### src/rtl/alu_control_sequencer_if.sv
// Instruction handshake and ALU/register-file control bundle of the lab CPU sequencer.
// slave is the sequencer side, master is the instruction source / datapath side.
interface alu_control_sequencer_if;
  logic [31:0] INSTRUCTION;
  logic        INSTR_VALID;
  logic        INSTR_READY;
  logic        ZERO;
  logic [2:0]  READ_ADDR1;
  logic [2:0]  READ_ADDR2;
  logic [2:0]  ALUOP;
  logic        IMM_SEL;
  logic        NEG_SEL;
  logic [7:0]  IMMEDIATE;
  logic        WRITE_EN;
  logic [2:0]  WRITE_ADDR;
  logic        PC_INC;
  logic        BRANCH_TAKEN;
  logic [7:0]  BRANCH_OFFSET;
  logic        ILLEGAL;

  modport slave (
    input  INSTRUCTION, INSTR_VALID, ZERO,
    output INSTR_READY, READ_ADDR1, READ_ADDR2, ALUOP, IMM_SEL, NEG_SEL,
           IMMEDIATE, WRITE_EN, WRITE_ADDR, PC_INC, BRANCH_TAKEN,
           BRANCH_OFFSET, ILLEGAL
  );

  modport master (
    output INSTRUCTION, INSTR_VALID, ZERO,
    input  INSTR_READY, READ_ADDR1, READ_ADDR2, ALUOP, IMM_SEL, NEG_SEL,
           IMMEDIATE, WRITE_EN, WRITE_ADDR, PC_INC, BRANCH_TAKEN,
           BRANCH_OFFSET, ILLEGAL
  );
endinterface

### src/rtl/alu_control_sequencer.sv
// Multi-cycle decode/execute/writeback sequencer driving the 8-bit ALU and register file.
// Controls are held for ALU_WAIT_CYCLES EXECUTE cycles; beq resolves on ZERO at the last one.
module alu_control_sequencer #(
  parameter int unsigned ALU_WAIT_CYCLES = 2
) (
  input logic                   CLK,
  input logic                   RESET,
  alu_control_sequencer_if.slave bus
);

  typedef enum logic [1:0] {IDLE, DECODE, EXECUTE, WRITEBACK} state_t;

  typedef enum logic [7:0] {
    OP_LOADI = 8'h00,
    OP_MOV   = 8'h01,
    OP_ADD   = 8'h02,
    OP_SUB   = 8'h03,
    OP_AND   = 8'h04,
    OP_OR    = 8'h05,
    OP_J     = 8'h06,
    OP_BEQ   = 8'h07
  } opcode_t;

  localparam logic [2:0] SEL_FWD = 3'b000;
  localparam logic [2:0] SEL_ADD = 3'b001;
  localparam logic [2:0] SEL_AND = 3'b010;
  localparam logic [2:0] SEL_OR  = 3'b011;

  localparam logic [2:0] WAIT_LOAD = 3'(ALU_WAIT_CYCLES - 1);

  state_t      state;
  logic [31:0] instr_q;
  logic [2:0]  wait_cnt;
  logic [2:0]  aluop_q;
  logic        imm_sel_q;
  logic        neg_sel_q;
  logic        write_en_q;
  logic        pc_inc_q;
  logic        branch_q;
  logic        illegal_q;
  logic [7:0]  op_in;
  logic [7:0]  op_q;
  logic [4:0]  ctrl_in;
  logic        unused_rt_hi;

  assign op_in = bus.INSTRUCTION[31:24];
  assign op_q  = instr_q[31:24];

  // {ALUOP, IMM_SEL, NEG_SEL}; undefined opcodes leave the ALU controls at zero.
  function automatic logic [4:0] decode_ctrl(input logic [7:0] op);
    logic [4:0] c;
    c = '0;
    case (op)
      OP_LOADI: c = {SEL_FWD, 1'b1, 1'b0};
      OP_MOV:   c = {SEL_FWD, 1'b0, 1'b0};
      OP_ADD:   c = {SEL_ADD, 1'b0, 1'b0};
      OP_SUB:   c = {SEL_ADD, 1'b0, 1'b1};
      OP_AND:   c = {SEL_AND, 1'b0, 1'b0};
      OP_OR:    c = {SEL_OR,  1'b0, 1'b0};
      OP_J:     c = {SEL_FWD, 1'b0, 1'b0};
      OP_BEQ:   c = {SEL_ADD, 1'b0, 1'b1};
      default:  c = '0;
    endcase
    return c;
  endfunction

  assign ctrl_in = decode_ctrl(op_in);

  always_ff @(posedge CLK) begin
    if (RESET) begin
      state      <= IDLE;
      instr_q    <= '0;
      wait_cnt   <= '0;
      aluop_q    <= '0;
      imm_sel_q  <= 1'b0;
      neg_sel_q  <= 1'b0;
      write_en_q <= 1'b0;
      pc_inc_q   <= 1'b0;
      branch_q   <= 1'b0;
      illegal_q  <= 1'b0;
    end else begin
      write_en_q <= 1'b0;
      pc_inc_q   <= 1'b0;
      branch_q   <= 1'b0;
      illegal_q  <= 1'b0;
      case (state)
        IDLE: begin
          // ALU controls are registered at accept so they are already valid in DECODE.
          if (bus.INSTR_VALID) begin
            instr_q                         <= bus.INSTRUCTION;
            {aluop_q, imm_sel_q, neg_sel_q} <= ctrl_in;
            illegal_q                       <= (op_in > 8'h07);
            state                           <= DECODE;
          end
        end
        DECODE: begin
          if (op_q > 8'h07) begin
            state <= IDLE;
          end else begin
            wait_cnt <= WAIT_LOAD;
            state    <= EXECUTE;
          end
        end
        EXECUTE: begin
          if (wait_cnt == '0) begin
            aluop_q   <= '0;
            imm_sel_q <= 1'b0;
            neg_sel_q <= 1'b0;
            state     <= WRITEBACK;
            case (op_q)
              OP_J:    branch_q <= 1'b1;
              OP_BEQ: begin
                branch_q <= bus.ZERO;
                pc_inc_q <= ~bus.ZERO;
              end
              default: begin
                write_en_q <= 1'b1;
                pc_inc_q   <= 1'b1;
              end
            endcase
          end else begin
            wait_cnt <= wait_cnt - 3'd1;
          end
        end
        WRITEBACK: state <= IDLE;
        default:   state <= IDLE;
      endcase
    end
  end

  // Ready is gated by RESET so it is low in every reset cycle, yet high right after.
  assign bus.INSTR_READY   = (state == IDLE) && !RESET;
  assign bus.READ_ADDR1    = instr_q[10:8];
  assign bus.READ_ADDR2    = instr_q[2:0];
  assign bus.IMMEDIATE     = instr_q[7:0];
  assign bus.WRITE_ADDR    = instr_q[18:16];
  assign bus.BRANCH_OFFSET = instr_q[23:16];
  assign bus.ALUOP         = aluop_q;
  assign bus.IMM_SEL       = imm_sel_q;
  assign bus.NEG_SEL       = neg_sel_q;
  assign bus.WRITE_EN      = write_en_q;
  assign bus.PC_INC        = pc_inc_q;
  assign bus.BRANCH_TAKEN  = branch_q;
  assign bus.ILLEGAL       = illegal_q;

  assign unused_rt_hi = &{1'b0, instr_q[15:11]};

endmodule

### src/flat_wrapper.sv
// flat-port wrapper written by rule: the top's interface ports become plain ports
module alu_control_sequencer_flat 
#(
  parameter int unsigned ALU_WAIT_CYCLES = 2
)
  (CLK, RESET, bus_INSTRUCTION, bus_INSTR_VALID, bus_ZERO, bus_INSTR_READY, bus_READ_ADDR1, bus_READ_ADDR2, bus_ALUOP, bus_IMM_SEL, bus_NEG_SEL, bus_IMMEDIATE, bus_WRITE_EN, bus_WRITE_ADDR, bus_PC_INC, bus_BRANCH_TAKEN, bus_BRANCH_OFFSET, bus_ILLEGAL);
  alu_control_sequencer_if bus_i ();
  input logic CLK;
  input logic RESET;
  input wire logic [$bits(bus_i.INSTRUCTION)-1:0] bus_INSTRUCTION;
  input wire logic [$bits(bus_i.INSTR_VALID)-1:0] bus_INSTR_VALID;
  input wire logic [$bits(bus_i.ZERO)-1:0] bus_ZERO;
  output wire logic [$bits(bus_i.INSTR_READY)-1:0] bus_INSTR_READY;
  output wire logic [$bits(bus_i.READ_ADDR1)-1:0] bus_READ_ADDR1;
  output wire logic [$bits(bus_i.READ_ADDR2)-1:0] bus_READ_ADDR2;
  output wire logic [$bits(bus_i.ALUOP)-1:0] bus_ALUOP;
  output wire logic [$bits(bus_i.IMM_SEL)-1:0] bus_IMM_SEL;
  output wire logic [$bits(bus_i.NEG_SEL)-1:0] bus_NEG_SEL;
  output wire logic [$bits(bus_i.IMMEDIATE)-1:0] bus_IMMEDIATE;
  output wire logic [$bits(bus_i.WRITE_EN)-1:0] bus_WRITE_EN;
  output wire logic [$bits(bus_i.WRITE_ADDR)-1:0] bus_WRITE_ADDR;
  output wire logic [$bits(bus_i.PC_INC)-1:0] bus_PC_INC;
  output wire logic [$bits(bus_i.BRANCH_TAKEN)-1:0] bus_BRANCH_TAKEN;
  output wire logic [$bits(bus_i.BRANCH_OFFSET)-1:0] bus_BRANCH_OFFSET;
  output wire logic [$bits(bus_i.ILLEGAL)-1:0] bus_ILLEGAL;
  assign bus_i.INSTRUCTION = bus_INSTRUCTION;
  assign bus_i.INSTR_VALID = bus_INSTR_VALID;
  assign bus_i.ZERO = bus_ZERO;
  assign bus_INSTR_READY = bus_i.INSTR_READY;
  assign bus_READ_ADDR1 = bus_i.READ_ADDR1;
  assign bus_READ_ADDR2 = bus_i.READ_ADDR2;
  assign bus_ALUOP = bus_i.ALUOP;
  assign bus_IMM_SEL = bus_i.IMM_SEL;
  assign bus_NEG_SEL = bus_i.NEG_SEL;
  assign bus_IMMEDIATE = bus_i.IMMEDIATE;
  assign bus_WRITE_EN = bus_i.WRITE_EN;
  assign bus_WRITE_ADDR = bus_i.WRITE_ADDR;
  assign bus_PC_INC = bus_i.PC_INC;
  assign bus_BRANCH_TAKEN = bus_i.BRANCH_TAKEN;
  assign bus_BRANCH_OFFSET = bus_i.BRANCH_OFFSET;
  assign bus_ILLEGAL = bus_i.ILLEGAL;
  alu_control_sequencer #(.ALU_WAIT_CYCLES(ALU_WAIT_CYCLES)) u_core (.CLK(CLK), .RESET(RESET), .bus(bus_i));
endmodule
### config.mk
export PLATFORM = sky130hd
export DESIGN_NAME = alu_control_sequencer_flat
export DESIGN_NICKNAME = d
export VERILOG_FILES = /design/src/rtl/alu_control_sequencer_if.sv /design/src/rtl/alu_control_sequencer.sv /design/src/flat_wrapper.sv
export SDC_FILE = /design/constraint.sdc
export NUM_CORES = 1
export LEC_CHECK = 0
export CAP_MARGIN = 20
export CELL_PAD_IN_SITES_DETAIL_PLACEMENT = 1
export CELL_PAD_IN_SITES_GLOBAL_PLACEMENT = 1
export CORE_MARGIN = 5
export CORE_UTILIZATION = 33
export CTS_CLUSTER_DIAMETER = 120
export DETAILED_ROUTE_END_ITERATION = 10
export PLACE_DENSITY_LB_ADDON = 0.12
export SKIP_CTS_REPAIR_TIMING = 1
export SLEW_MARGIN = 10
export SYNTH_ARGS = -nofsm -noshare
export SYNTH_HDL_FRONTEND = slang
export SYNTH_SLANG_ARGS = --single-unit
### constraint.sdc
create_clock -name CLK -period 3.8 [get_ports CLK]
set_input_delay 0.57 -clock CLK [delete_from_list [all_inputs] [get_ports CLK]]
set_output_delay 0.57 -clock CLK [all_outputs]
set_load 0.03 [all_outputs]
==> reports/metrics.csv, run 1 <==
metric,value,unit
outcome,"finished, final reports clean",
main combinational cell family by area after synthesis,simple AND/OR/NAND/NOR gates,
Area Overhead vs Synth,33.9,%
family with the most delay on the worst path,buffers and inverters,
XOR/XNOR share of the synthesized area,0,%
final hold viol count,0,
maximum vdd drop,0.178,mV
pin count of the biggest net entering global routing,41,
Root Driver,clkbuf_8,
max-cap violation count,0,
Final Util,45.1,%
core area,5440,um2
Synth Area in Compound Gates,18.2,%
Final Cycle Share,62.7,%
Setup TNS Final,0,ns
DP Area,2350,um2
WS Path Type,primary input to output pin,
row count,27,
"most common cell after layout, fill and taps aside",clkdlybuf4s50_1,
first-pass GRT wire length,7560,um
P per Cell Area,410,nW/um2
Cells after Synth,219,
worst-path maximum fanout,2,
clk_skew,0.00353,ns
Worst setup EP type,output pin,
fin nets,299,
Synth Warn #,0,
post-route design area,2450,um2
clock sinks,40,
Worst Path Required,3.23,ns
Die Ht,84.5,um
drt pass-1 iters,4,
leakage,0.902,nW
Placed Instances,322,
CP dominant cell by count,clkdlybuf4s50_1,
Synth top area share,43.7,%
TritonCTS clock tree,done,
Max-Slew Margin vs Limit,61.7,%
Num CTS Buffers,5,
post-synthesis cell area,1830,um2
drt drc,0,
mux cell area share after synthesis,0.546,%
Routed Antenna Nets,0,
CP Launch Point,RESET,
RSZ-0062 raised after global routing,no,
"Net Count, Synth",260,
#FFs+latches synth,40,
gr ovfl total,0,
port bufs,64,
Non-Filler Instances,331,
Tot GR Track Use,13.0,%
post-synth cell types,32,
layout cell share with drive strength beyond 1,6.56,%
gpl congestion,0.777,
most frequent cells in the layout,"clkdlybuf4s50_1, nand2_1, dfxtp_1, a21oi_1, inv_1",
Adder-Cell Fraction of Synth Area,3.41,%
Achievable Freq,420,MHz
"Power, Total",1.01,mW
die area,7150,um2
clock latency at the later pin of the worst-skew pair,0.29,ns
Reg-to-Reg Start,u_core.state[0],
final wirelength,4540,um
crit start category,primary input,
CTS max path bufs,2,
Inserted Diodes,0,
min-delay src,u_core.instr_q[24],
H-tree levels,2,
cell-by-cell trace of the critical path,clkdlybuf4s50_1 > nor2b_1 > clkdlybuf4s50_1,
Hold WC Path Type,flop to flop,
antenna violations before repair,0,
Final min period,2.38,ns
post-synthesis simple-gate area fraction,19.5,%
final setup fails,0,
number of I/O pins,71,
Synth area leader,dfxtp_1,
Detail Placement HPWL,3260,um
via count,1596,
DP Worst Slack,1.39,ns
Worst-Margin Slew,0.574,ns
Die Wd,84.5,um
Slew Limit Fails,0,
vias in the first global route,1627,
Initial Util,33.7,%
DRT iter0 DRCs,40,
wire per inst,13.7,um
buffers and inverters on the worst path,2,
Worst-path clk slew,0.08,ns
syn avg cell area,8.37,um2
Hold Slack,0.453,ns
top post-synthesis cells by area,"dfxtp_1, nand2_1, buf_4",
max incr delay on CP,0.68,ns
Vias per Instance,4.82,
critical path's slowest cell,clkdlybuf4s50_1,
sequential share of the synthesized area,43.7,%
final setup margin,1.42,ns
WP data arrival,1.81,ns
[cell type report]
class	instances	area (um2)
multi-input combinational	135	767
fill	643	2980
clock inverter	2	10.0
sequential	40	801
inverter	9	33.8
clock buffer	6	82.6
timing repair buffer	67	671
tap	72	90.1
[cells in the mapped netlist (all sizes together)]
library cell	number
inv	9
a21boi	1
mux2i	1
nand3	3
a311o	2
o311ai	5
nor2b	4
a21oi	29
nor4	2
nor3	1
nand2b	1
nand2	57
or3	5
buf	28
a211oi	1
nor2	2
ha	5
a31oi	1
and2	1
conb	1
o41ai	7
o21ai	2
dfxtp	40
clkbuf	7
a221oi	1
o31ai	2
and3	1
[cell families after synthesis]
family,after synthesis
adder cells (fa/ha/maj),5
AND/OR/NAND/NOR,77
flip-flops,40
multiplexers,1
AO/OA/AOI/OAI,51
other,1
buffers and inverters,44
[flip-flops by register name, summed over array words and instances, names as in the netlist, named ones only]
signal and count:
u_core.bus.ALUOP 2, u_core.bus.BRANCH_TAKEN 1, u_core.bus.ILLEGAL 1, u_core.bus.IMM_SEL 1
u_core.bus.NEG_SEL 1, u_core.bus.PC_INC 1, u_core.bus.WRITE_EN 1, u_core.instr_q 27
u_core.state 1, u_core.wait_cnt 3
[routing by layer]
| layer | vias to the layer above | track usage, % | part of all wire [%] |
|---|---|---|---|
| met5 | - | 0 | 0 |
| met4 | 0 | 3.45 | 1.3 |
| li1 | 799 | - | - |
| met1 | 744 | 15.2 | 42 |
| met2 | 47 | 21.9 | 48 |
| met3 | 6 | 5.69 | 8.5 |
[tightest hold or removal path: cells and delay by family, from the launching register on]
kind / cells / cell delay [ns]
compound gates: 1 / 0.05
flops: 1 / 0.31
simple gates: 1 / 0.05
[path summary, 6_finish.rpt]
| kind | to | slack [ns] | cells past startpoint |
|---|---|---|---|
| max | bus_INSTR_READY | 1.42 | 3 |
| max reg2reg | u_core.bus.ALUOP[0] | 2.00 | 5 |
| min reg2reg | u_core.instr_q[24] | 0.45 | 2 |
| min | u_core.instr_q[24] | 0.45 | 2 |
[where the power goes]
part           switching, mW  leakage (nW)  internal [mW]
clock network          0.146        0.0510          0.145
registers             0.0164         0.327          0.446
logic                  0.144         0.523          0.109
total                  0.306         0.902          0.701
Note: power is estimated with default switching activity, not from simulation.
==> run 2: changes to the inputs <==
Settings changed: CORE_UTILIZATION 33 to 31.
Clock period 3.8 ns to 2.2 ns, I/O delays scaled along.
==> reports/metrics.csv, run 2 (synthesized netlist as in run 1, its figures left out) <==
metric,value,unit,change
number of I/O pins,71,,unchanged
Worst Path Required,2.39,ns,-0.84 ns
final hold viol count,0,,unchanged
vias in the first global route,1591,,-2.2%
Root Driver,clkbuf_8,,
max-cap violation count,0,,unchanged
RSZ-0062 raised after global routing,no,,
Vias per Instance,4.71,,-2.4%
final wirelength,4740,um,+4.4%
buffers and inverters on the worst path,1,,-1
row count,28,,+3.7%
outcome,"finished, final reports clean",,
drt drc,0,,unchanged
core area,5850,um2,+7.6%
wire per inst,14.0,um,+1.9%
"Power, Total",1.91,mW,+89%
FF-to-FF setup slack,0.42,ns,-1.58 ns
Final Util,43.1,%,-2.1 points
DP Area,2390,um2,+2.0%
Hold WC Path Type,flop to flop,,
Area Overhead vs Synth,37.5,%,
port bufs,64,,unchanged
layout cell share with drive strength beyond 1,8.71,%,+2.1 points
WS Path Type,flop to flop,,
gr ovfl total,0,,unchanged
clock sinks,40,,unchanged
r2r endpoint,u_core.bus.IMM_SEL,,
Reg-to-Reg Start,u_core.state[0],,
Inserted Diodes,0,,unchanged
first-pass GRT wire length,7650,um,+1.3%
Die Wd,86.9,um,+2.8%
crit start category,flop,,
clk_skew,0.00340,ns,-0.000127 ns
largest reg by FF count,u_core.instr_q,,
TritonCTS clock tree,done,,
CP Launch Point,u_core.state[0],,
H-tree levels,2,,unchanged
crit path to,u_core.bus.IMM_SEL,,
pin count of the biggest net entering global routing,29,,-29%
Initial Util,31.3,%,-2.4 points
maximum vdd drop,0.309,mV,+74%
Achievable Freq,563,MHz,
# fillers,686,,+6.7%
Final min period,1.78,ns,
clock latency at the later pin of the worst-skew pair,0.29,ns,about the same
via count,1595,,-0.063%
most frequent cells in the layout,"clkdlybuf4s50_1, nand2_1, dfxtp_1, a21oi_1",,
die area,7550,um2,+5.7%
family with the most delay on the worst path,simple AND/OR/NAND/NOR gates,,
max incr delay on CP,0.43,ns,-0.25 ns
CTS max path bufs,2,,unchanged
Die Ht,86.9,um,+2.8%
WP depth,5,,+2
worst-path maximum fanout,9,,+7
Setup TNS Final,0,ns,unchanged
Tot GR Track Use,13.0,%,about the same
leakage,0.938,nW,+4.1%
post-route design area,2520,um2,+2.7%
gpl congestion,0.777,,about the same
fin nets,304,,+1.7%
final setup fails,0,,unchanged
R2R cell count,5,,unchanged
drt pass-1 iters,4,,unchanged
final setup margin,0.424,ns,-0.995 ns
Slew Limit Fails,0,,unchanged
WP data arrival,1.97,ns,+0.16 ns
antenna violations before repair,0,,unchanged
Detail Placement HPWL,3570,um,+9.4%
max reg flops,27,,unchanged
DRT iter0 DRCs,26,,-35%
critical path's slowest cell,or3_4,,
Routed Antenna Nets,0,,unchanged
Final Cycle Share,80.7,%,
Worst-path clk slew,0.08,ns,about the same
Num CTS Buffers,5,,unchanged
Worst setup EP type,flop,,
DP Worst Slack,0.360,ns,-1.03 ns
cell-by-cell trace of the critical path,inv_1 > ha_1 > nor2b_4 > or3_4 > o41ai_1,,
"most common cell after layout, fill and taps aside",clkdlybuf4s50_1,,
P per Cell Area,757,nW/um2,+85%
[run 2: worst min-delay path by stage]
stage | start | end | slack [ns] | cells after the start
4_1_cts | u_core.instr_q[23] | u_core.instr_q[23] | 0.46 | 2
2_1_floorplan | u_core.instr_q[24] | u_core.instr_q[24] | 0.43 | 2
5_1_grt | u_core.instr_q[4] | u_core.instr_q[4] | 0.47 | 2
3_3_place_gp | u_core.instr_q[7] | u_core.instr_q[7] | 0.44 | 2
6_report | u_core.instr_q[23] | u_core.instr_q[23] | 0.46 | 2
3_5_place_dp | u_core.instr_q[23] | u_core.instr_q[23] | 0.45 | 2
[run 2: where the power goes]
part	internal (mW)	switching [mW]
Sequential	0.771	0.0277
Combinational	0.194	0.252
Clock	0.400	0.262
[run 2: layout make-up]
type	instances	area [um2]	share of cell area, %
clock buffer	7	96.3	3.82
clock inverter	1	30.0	1.19
inverter	9	33.8	1.34
multi-input combinational	135	767	30.4
sequential	40	801	31.8
tap	75	93.8	3.72
timing repair buffer	72	698	27.7
[run 2: worst min-delay path, cell delays in order, from the launching register on]
cell,delay (ns)
dfxtp_1,0.31
nand2_1,0.05
a21oi_1,0.05
[run 2: metal layers]
layer  vias up  GRT usage [%]  wire (um)
li1        807              -          -
met1       743           15.8       2010
met2        39           20.9       2250
met3         6           5.49        420
met4         0           4.11         56
met5         -              0          0
[run 2: per-stage QoR]
step	instances	hold slack (ns)
floorplan	219	0.432
global placement	331	0.441
detailed placement	331	0.448
CTS	339	0.459
global route	339	0.474
finish	339	0.457
